### src/rtl/cnt_cmd_sched_if.sv
// ---------------------------------------------------------------------------
// cnt_cmd_sched_if
//   Valid/ready command channel between a count-value producer and the
//   cnt_cmd_sched command sequencer.
//
//   Signals:
//     cmd_valid  producer has a command
//     cmd_ready  sequencer FIFO can accept a command
//     cmd_val    requested count value (CNT_WIDTH bits)
//
//   Modports:
//     master  producer side (drives valid/val, observes ready)
//     slave   sequencer side (observes valid/val, drives ready)
// ---------------------------------------------------------------------------
interface cnt_cmd_sched_if #(
  parameter int CNT_WIDTH = 8
);
  logic                 cmd_valid;
  logic                 cmd_ready;
  logic [CNT_WIDTH-1:0] cmd_val;

  modport master (output cmd_valid, output cmd_val, input cmd_ready);
  modport slave  (input cmd_valid, input cmd_val, output cmd_ready);
endinterface

### src/rtl/cnt_cmd_sched.sv
// ---------------------------------------------------------------------------
// cnt_cmd_sched
//   Command sequencer sitting in front of the counter/read-FSM pair. Count
//   values arrive over a valid/ready channel into a small FIFO; one run at a
//   time is launched into the counter with a single-cycle start pulse, and the
//   next run is held off until the current one reports done plus a fixed gap.
//
//   Ports:
//     clk         system clock, rising edge
//     rst         asynchronous active-high reset
//     cmd         command channel (slave modport of cnt_cmd_sched_if)
//     flush_i     synchronous FIFO clear (does not abort the current run)
//     start_o     one-cycle launch pulse to the counter FSM
//     cnt_val_o   count value of the current run
//     idle_i      counter FSM is idle
//     done_i      counter FSM done pulse
//     busy_o      a run is launched, in flight or in its gap
//     fifo_cnt_o  FIFO occupancy
//     done_cnt_o  completed-run tally, wraps at 2^16
//     timeout_o   watchdog pulse
//
//   Build option:
//     CNT_CMD_SCHED_TIMEOUT_EN  when defined, a watchdog aborts a run that has
//                               waited 2^CNT_WIDTH+4 cycles without done_i.
//                               When undefined, timeout_o is tied low.
// ---------------------------------------------------------------------------
module cnt_cmd_sched #(
  parameter int CNT_WIDTH  = 8,
  parameter int FIFO_DEPTH = 4,
  parameter int GAP_CYCLES = 1
) (
  input  logic                          clk,
  input  logic                          rst,
  cnt_cmd_sched_if.slave                cmd,
  input  logic                          flush_i,
  output logic                          start_o,
  output logic [CNT_WIDTH-1:0]          cnt_val_o,
  input  logic                          idle_i,
  input  logic                          done_i,
  output logic                          busy_o,
  output logic [$clog2(FIFO_DEPTH):0]   fifo_cnt_o,
  output logic [15:0]                   done_cnt_o,
  output logic                          timeout_o
);

  localparam int AW = $clog2(FIFO_DEPTH);
  localparam int GW = (GAP_CYCLES > 1) ? $clog2(GAP_CYCLES) : 1;
  localparam logic [AW:0]   DEPTH_CNT = (AW+1)'(FIFO_DEPTH);
  localparam logic [GW-1:0] GAP_LAST  = GW'(GAP_CYCLES - 1);

  typedef enum logic [1:0] {IDLE, LAUNCH, WAIT, GAP} state_t;

  state_t               state_q, state_d;
  logic [CNT_WIDTH-1:0] mem [FIFO_DEPTH];
  logic [AW-1:0]        wr_ptr, rd_ptr;
  logic [AW:0]          count;
  logic [CNT_WIDTH-1:0] head;
  logic [CNT_WIDTH-1:0] cnt_val_q;
  logic [GW-1:0]        gap_cnt;
  logic [15:0]          done_cnt;
  logic                 full, empty, push, pop, wd_hit;

  // Ready comes from registered occupancy only, so a pop in the same cycle
  // never opens a full FIFO; flush wins over a concurrent push.
  assign full          = (count == DEPTH_CNT);
  assign empty         = (count == '0);
  assign head          = mem[rd_ptr];
  assign cmd.cmd_ready = !full;
  assign push          = cmd.cmd_valid && !full && !flush_i;
  assign pop           = (state_q == IDLE) && !empty && idle_i;

  always_ff @(posedge clk) begin
    if (push) begin
      mem[wr_ptr] <= cmd.cmd_val;
    end
  end

  // Flush still lets a same-cycle pop take the head, then leaves both
  // pointers together just past it.
  always_ff @(posedge clk or posedge rst) begin
    if (rst) begin
      wr_ptr <= '0;
      rd_ptr <= '0;
      count  <= '0;
    end else if (flush_i) begin
      rd_ptr <= rd_ptr + AW'(pop);
      wr_ptr <= rd_ptr + AW'(pop);
      count  <= '0;
    end else begin
      wr_ptr <= wr_ptr + AW'(push);
      rd_ptr <= rd_ptr + AW'(pop);
      count  <= count + (AW+1)'(push) - (AW+1)'(pop);
    end
  end

`ifdef CNT_CMD_SCHED_TIMEOUT_EN
  localparam int              WDW     = CNT_WIDTH + 3;
  localparam logic [WDW-1:0]  WD_LAST = WDW'((2 ** CNT_WIDTH) + 3);

  logic [WDW-1:0] wd_cnt;
  logic           timeout_q;

  // Counter is held at zero outside WAIT, so it starts fresh on every entry.
  assign wd_hit = (state_q == WAIT) && !done_i && (wd_cnt == WD_LAST);

  always_ff @(posedge clk or posedge rst) begin
    if (rst) begin
      wd_cnt    <= '0;
      timeout_q <= 1'b0;
    end else begin
      timeout_q <= wd_hit;
      if (state_q != WAIT) begin
        wd_cnt <= '0;
      end else begin
        wd_cnt <= wd_cnt + 1'b1;
      end
    end
  end

  assign timeout_o = timeout_q;
`else
  assign wd_hit    = 1'b0;
  assign timeout_o = 1'b0;
`endif

  // A popped zero command is discarded: the FSM simply stays in IDLE.
  always_comb begin
    state_d = state_q;
    case (state_q)
      IDLE:    if (pop && (head != '0)) state_d = LAUNCH;
      LAUNCH:  state_d = WAIT;
      WAIT:    if (done_i || wd_hit) state_d = GAP;
      GAP:     if (gap_cnt == GAP_LAST) state_d = IDLE;
      default: state_d = IDLE;
    endcase
  end

  always_ff @(posedge clk or posedge rst) begin
    if (rst) begin
      state_q   <= IDLE;
      cnt_val_q <= '0;
      gap_cnt   <= '0;
      done_cnt  <= '0;
    end else begin
      state_q <= state_d;
      if (pop) begin
        cnt_val_q <= head;
      end
      if (state_q == GAP) begin
        gap_cnt <= gap_cnt + 1'b1;
      end else begin
        gap_cnt <= '0;
      end
      if ((state_q == WAIT) && done_i) begin
        done_cnt <= done_cnt + 16'd1;
      end
    end
  end

  assign start_o    = (state_q == LAUNCH);
  assign busy_o     = (state_q != IDLE);
  assign cnt_val_o  = cnt_val_q;
  assign fifo_cnt_o = count;
  assign done_cnt_o = done_cnt;

endmodule

### src/flat_wrapper.sv
// flat-port wrapper written by rule: the top's interface ports become plain ports
module cnt_cmd_sched_flat 
#(
  parameter int CNT_WIDTH  = 8,
  parameter int FIFO_DEPTH = 4,
  parameter int GAP_CYCLES = 1
)
  (clk, rst, flush_i, start_o, cnt_val_o, idle_i, done_i, busy_o, fifo_cnt_o, done_cnt_o, timeout_o, cmd_cmd_valid, cmd_cmd_val, cmd_cmd_ready);
  cnt_cmd_sched_if #(.CNT_WIDTH(CNT_WIDTH)) cmd_i ();
  input  logic clk;
  input  logic rst;
  input  logic flush_i;
  output logic start_o;
  output logic [CNT_WIDTH-1:0] cnt_val_o;
  input  logic idle_i;
  input  logic done_i;
  output logic busy_o;
  output logic [$clog2(FIFO_DEPTH):0] fifo_cnt_o;
  output logic [15:0] done_cnt_o;
  output logic timeout_o;
  input wire logic [$bits(cmd_i.cmd_valid)-1:0] cmd_cmd_valid;
  input wire logic [$bits(cmd_i.cmd_val)-1:0] cmd_cmd_val;
  output wire logic [$bits(cmd_i.cmd_ready)-1:0] cmd_cmd_ready;
  assign cmd_i.cmd_valid = cmd_cmd_valid;
  assign cmd_i.cmd_val = cmd_cmd_val;
  assign cmd_cmd_ready = cmd_i.cmd_ready;
  cnt_cmd_sched #(.CNT_WIDTH(CNT_WIDTH), .FIFO_DEPTH(FIFO_DEPTH), .GAP_CYCLES(GAP_CYCLES)) u_core (.clk(clk), .rst(rst), .cmd(cmd_i), .flush_i(flush_i), .start_o(start_o), .cnt_val_o(cnt_val_o), .idle_i(idle_i), .done_i(done_i), .busy_o(busy_o), .fifo_cnt_o(fifo_cnt_o), .done_cnt_o(done_cnt_o), .timeout_o(timeout_o));
endmodule
### config.mk
export PLATFORM = sky130hd
export DESIGN_NAME = cnt_cmd_sched_flat
export DESIGN_NICKNAME = d
export VERILOG_FILES = /design/src/rtl/cnt_cmd_sched_if.sv /design/src/rtl/cnt_cmd_sched.sv /design/src/flat_wrapper.sv
export SDC_FILE = /design/constraint.sdc
export NUM_CORES = 1
export LEC_CHECK = 0
export BUFFER_PORTS_ARGS = -buffer_cell sky130_fd_sc_hd__clkbuf_2
export CAP_MARGIN = 20
export CORE_MARGIN = 4
export CORE_UTILIZATION = 50
export CTS_CLUSTER_SIZE = 12
export DETAILED_ROUTE_END_ITERATION = 7
export PLACE_DENSITY = 0.82
export SYNTH_ARGS = -nofsm -noshare
export SYNTH_HDL_FRONTEND = slang
export SYNTH_SLANG_ARGS = --single-unit
### constraint.sdc
create_clock -name clk -period 2.8 [get_ports clk]
set_input_delay 0.14 -clock clk [delete_from_list [all_inputs] [get_ports clk]]
set_output_delay 0.14 -clock clk [all_outputs]
set_load 0.01 [all_outputs]
==> results by group <==
Die
  – Area of the core: 5540 sq um
  – Initial core utilization: 51.7%
  – Die height: 83.7 um
  – Row Count: 27
  – Die extent in x: 83.7 um
  – Io pins: 45
  – Die ar.: 7000 sq um

STA
  – Fin. Hold Viols: 0
  – Setup TNS: 0 ps
  – Fmax: 386 MHz
  – Slew margin rel.: 50.5%
  – Final-report max-slew violation count: 0
  – # setup viols final: 0
  – Worst Hold Slack: 24.6 ps
  – Skew final: 8.92 ps
  – Worst-margin pin slew: 739 ps
  – RSZ-0062 raised after global routing: false
  – Final worst path period need: 2590 ps
  – Fin crit share: 92.5%

Synthesis
  – Mapped Area: 2860 sq um
  – Yosys top cell area share: 33.6%
  – Yosys top cell by area: edfxtp_1
  – Register area share after synthesis: 63.3%
  – Synth async-reset ratio: 51.5%
  – Mapped Nets: 219
  – YS warnings: 0
  – Number of synthesized flops with an enable pin: 32
  – Most used DFF post-synth: dfrtp_1
  – Syn Area/Cell: 14.8 sq um
  – #FFs+latches synth: 66
  – Synth Instances: 194
  – Synth top area cells: edfxtp_1 (34%), dfrtp_1 (30%), ha_1 (4.4%)
  – Cell variety after synth: 38

Worst setup path
  – WP data arrival: 2810 ps
  – Worst setup SP type: flop
  – Kind of critical path: reg -> reg
  – CP required: 3020 ps
  – Critical Path End Type: flop
  – CP Max Fanout: 7

Detailed routing
  – Post-route ant nets: 0
  – Initial DRC Count: 130
  – Final WL: 4930 um
  – Vias/cell: 5.17
  – Remaining DRCs: 0
  – Via count of the routed design: 1669
  – Routed wire per std cell: 15.3 um
  – First-pass detailed-route iteration total: 4

CTS
  – Clock latency on the worst-skew pair: 330 ps
  – Maximum clock path buffer count: 2
  – CTS Buf Count: 9
  – Clk Tree Root Cell: clkbuf_8
  – CTS sink count: 66
  – Clock-pin slew of the registers on the worst-case setup and hold paths: 70 ps
  – CTS tree: done
  – H-tree depth: 3

Placed design
  – Gpl congestion: 0.850
  – Hpwl dp: 3610 um
  – # port buffers: 43

GRT
  – Largest net degree at the start of global routing: 35
  – Vias in the first global route: 1750
  – First-pass GRT wire length: 8390 um
  – Antenna violations before repair: 0
  – Tot GR Track Use: 15.6%
  – Remaining global-route overflow: 0

Final layout
  – Most common cell after layout, fill and taps aside: clkbuf_2
  – Area delta synth->final: 16.7%
  – Fillers: 431
  – Nets: 271
  – Multi-input gate area: 967 sq um
  – Sequential cell area: 1810 sq um
  – Most frequent cells in the layout: clkbuf_2 (43), dfrtp_1 (34), edfxtp_1 (32)
  – N_diodes: 0
  – Share of layout cells above drive strength 1: 32.3%

Min path
  – Min-delay worst type: in -> reg

Power and ir drop
  – Tot Pwr: 3.04 mW
  – Peak VDD IR: 0.428 mV
  – Power density cells: 910 nW/um^2
  – Leakage: 1.47 nW

Outcome
  – Status: finished clean

Run
  – Max cap viols: 0
==> layout make-up <==
type	count	share of cell area, %
clock inverters	7	1.35
flip-flops and latches	66	54.2
repair buffers	48	7.64
clock buffers	9	3.71
inverters	13	1.46
multi-input cells	108	28.9
well taps	72	2.70
==> sequential cells by signal (all words and copies together), names as in the netlist <==
signal             cells
u_core.gap_cnt         1
u_core.wr_ptr          2
u_core.done_cnt_o     16
u_core.fifo_cnt_o      3
u_core.rd_ptr          2
u_core.state_q         2
u_core.cnt_val_o       8
u_core.mem            32
==> synth_stat cells (all sizes together), types with 2 or more instances <==
cell type and number:
xor2 11, o31ai 3, a211o 3, buf 3, edfxtp 32, and3 2
and2 2, clkbuf 4, o211ai 3, xnor2 8, nand2 7, inv 13
dfrtp 34, mux4 8, mux2 10, nor2 10, nand4 2, ha 10
nor3 5, nor2b 3, or4 3, nand3 6
==> per-layer routing <==
layer | track usage [%] | vias up | wire length (um)
li1 | - | 807 | -
met1 | 19.0 | 822 | 2070
met2 | 24.8 | 34 | 2570
met3 | 5.82 | 6 | 228
met4 | 6.73 | 0 | 54
met5 | 0 | - | 0
==> path summary, 6_finish.rpt <==
check                                         startpoint                           endpoint  slack [ps]  cells after the start
min in group asynchronous                            rst  u_core.done_cnt_o[13]$_DFFE_PP0P_         430                      4
min                                       cmd_cmd_val[4]         u_core.mem[3][4]$_DFFE_PP_          20                      1
max reg2reg                u_core.state_q[1]$_DFFE_PP0P_     u_core.fifo_cnt_o[2]$_DFF_PP0_         210                     13
max                        u_core.state_q[1]$_DFFE_PP0P_     u_core.fifo_cnt_o[2]$_DFF_PP0_         210                     13
min reg2reg                     u_core.gap_cnt$_DFF_PP0_           u_core.gap_cnt$_DFF_PP0_         420                      1
max in group asynchronous                            rst   u_core.done_cnt_o[6]$_DFFE_PP0P_        2070                      4
==> cell families (layout without fill, tap and decap cells) <==
group | after synthesis | in the layout | share of synthesized area [%]
flops | 66 | 66 | 63.3
simple gates | 47 | 47 | 8.83
buf+inv | 20 | 77 | 3.06
xor+xnor | 19 | 19 | 5.81
mux | 18 | 18 | 10.6
compound gates | 12 | 12 | 3.23
fa+ha+maj | 11 | 11 | 5.07
other cells | 1 | 1 | 0.131
==> metrics by stage <==
stage | setup slack [ps] | instance area, sq um | instances | utilization [%]
floorplan | 123 | 2860 | 194 | -
global placement | 305 | 3160 | 306 | 57.0
detailed placement | 149 | 3160 | 306 | 57.0
CTS | 144 | 3340 | 323 | 60.3
global route | 14.7 | 3340 | 323 | 60.3
finish | 210 | 3340 | 323 | 60.3
==> critical path: stages (launching register included) <==
cell and delay [ps]:
dfrtp_1 430, inv_1 130, ha_2 260, inv_1 70, or2_2 300, inv_1 80
ha_1 220, inv_1 60, ha_1 130, inv_1 50, fa_1 380, xor2_1 180
xnor2_1 130, nor2_1 50
==> report_power, final <==
| part | switching, mW | internal, mW |
|---|---|---|
| clock network | 0.359 | 0.317 |
| logic | 0.449 | 0.487 |
| registers | 0.203 | 1.23 |
==> what timing repair did <==
item / CTS / global route
hold buffers: 1 / 0
setup buffers: 0 / 0
gates resized for setup: 0 / 1
hold endpoints to repair: 34 / 0
setup endpoints to repair: 0 / 1
Note: power is estimated with default switching activity, not from simulation.
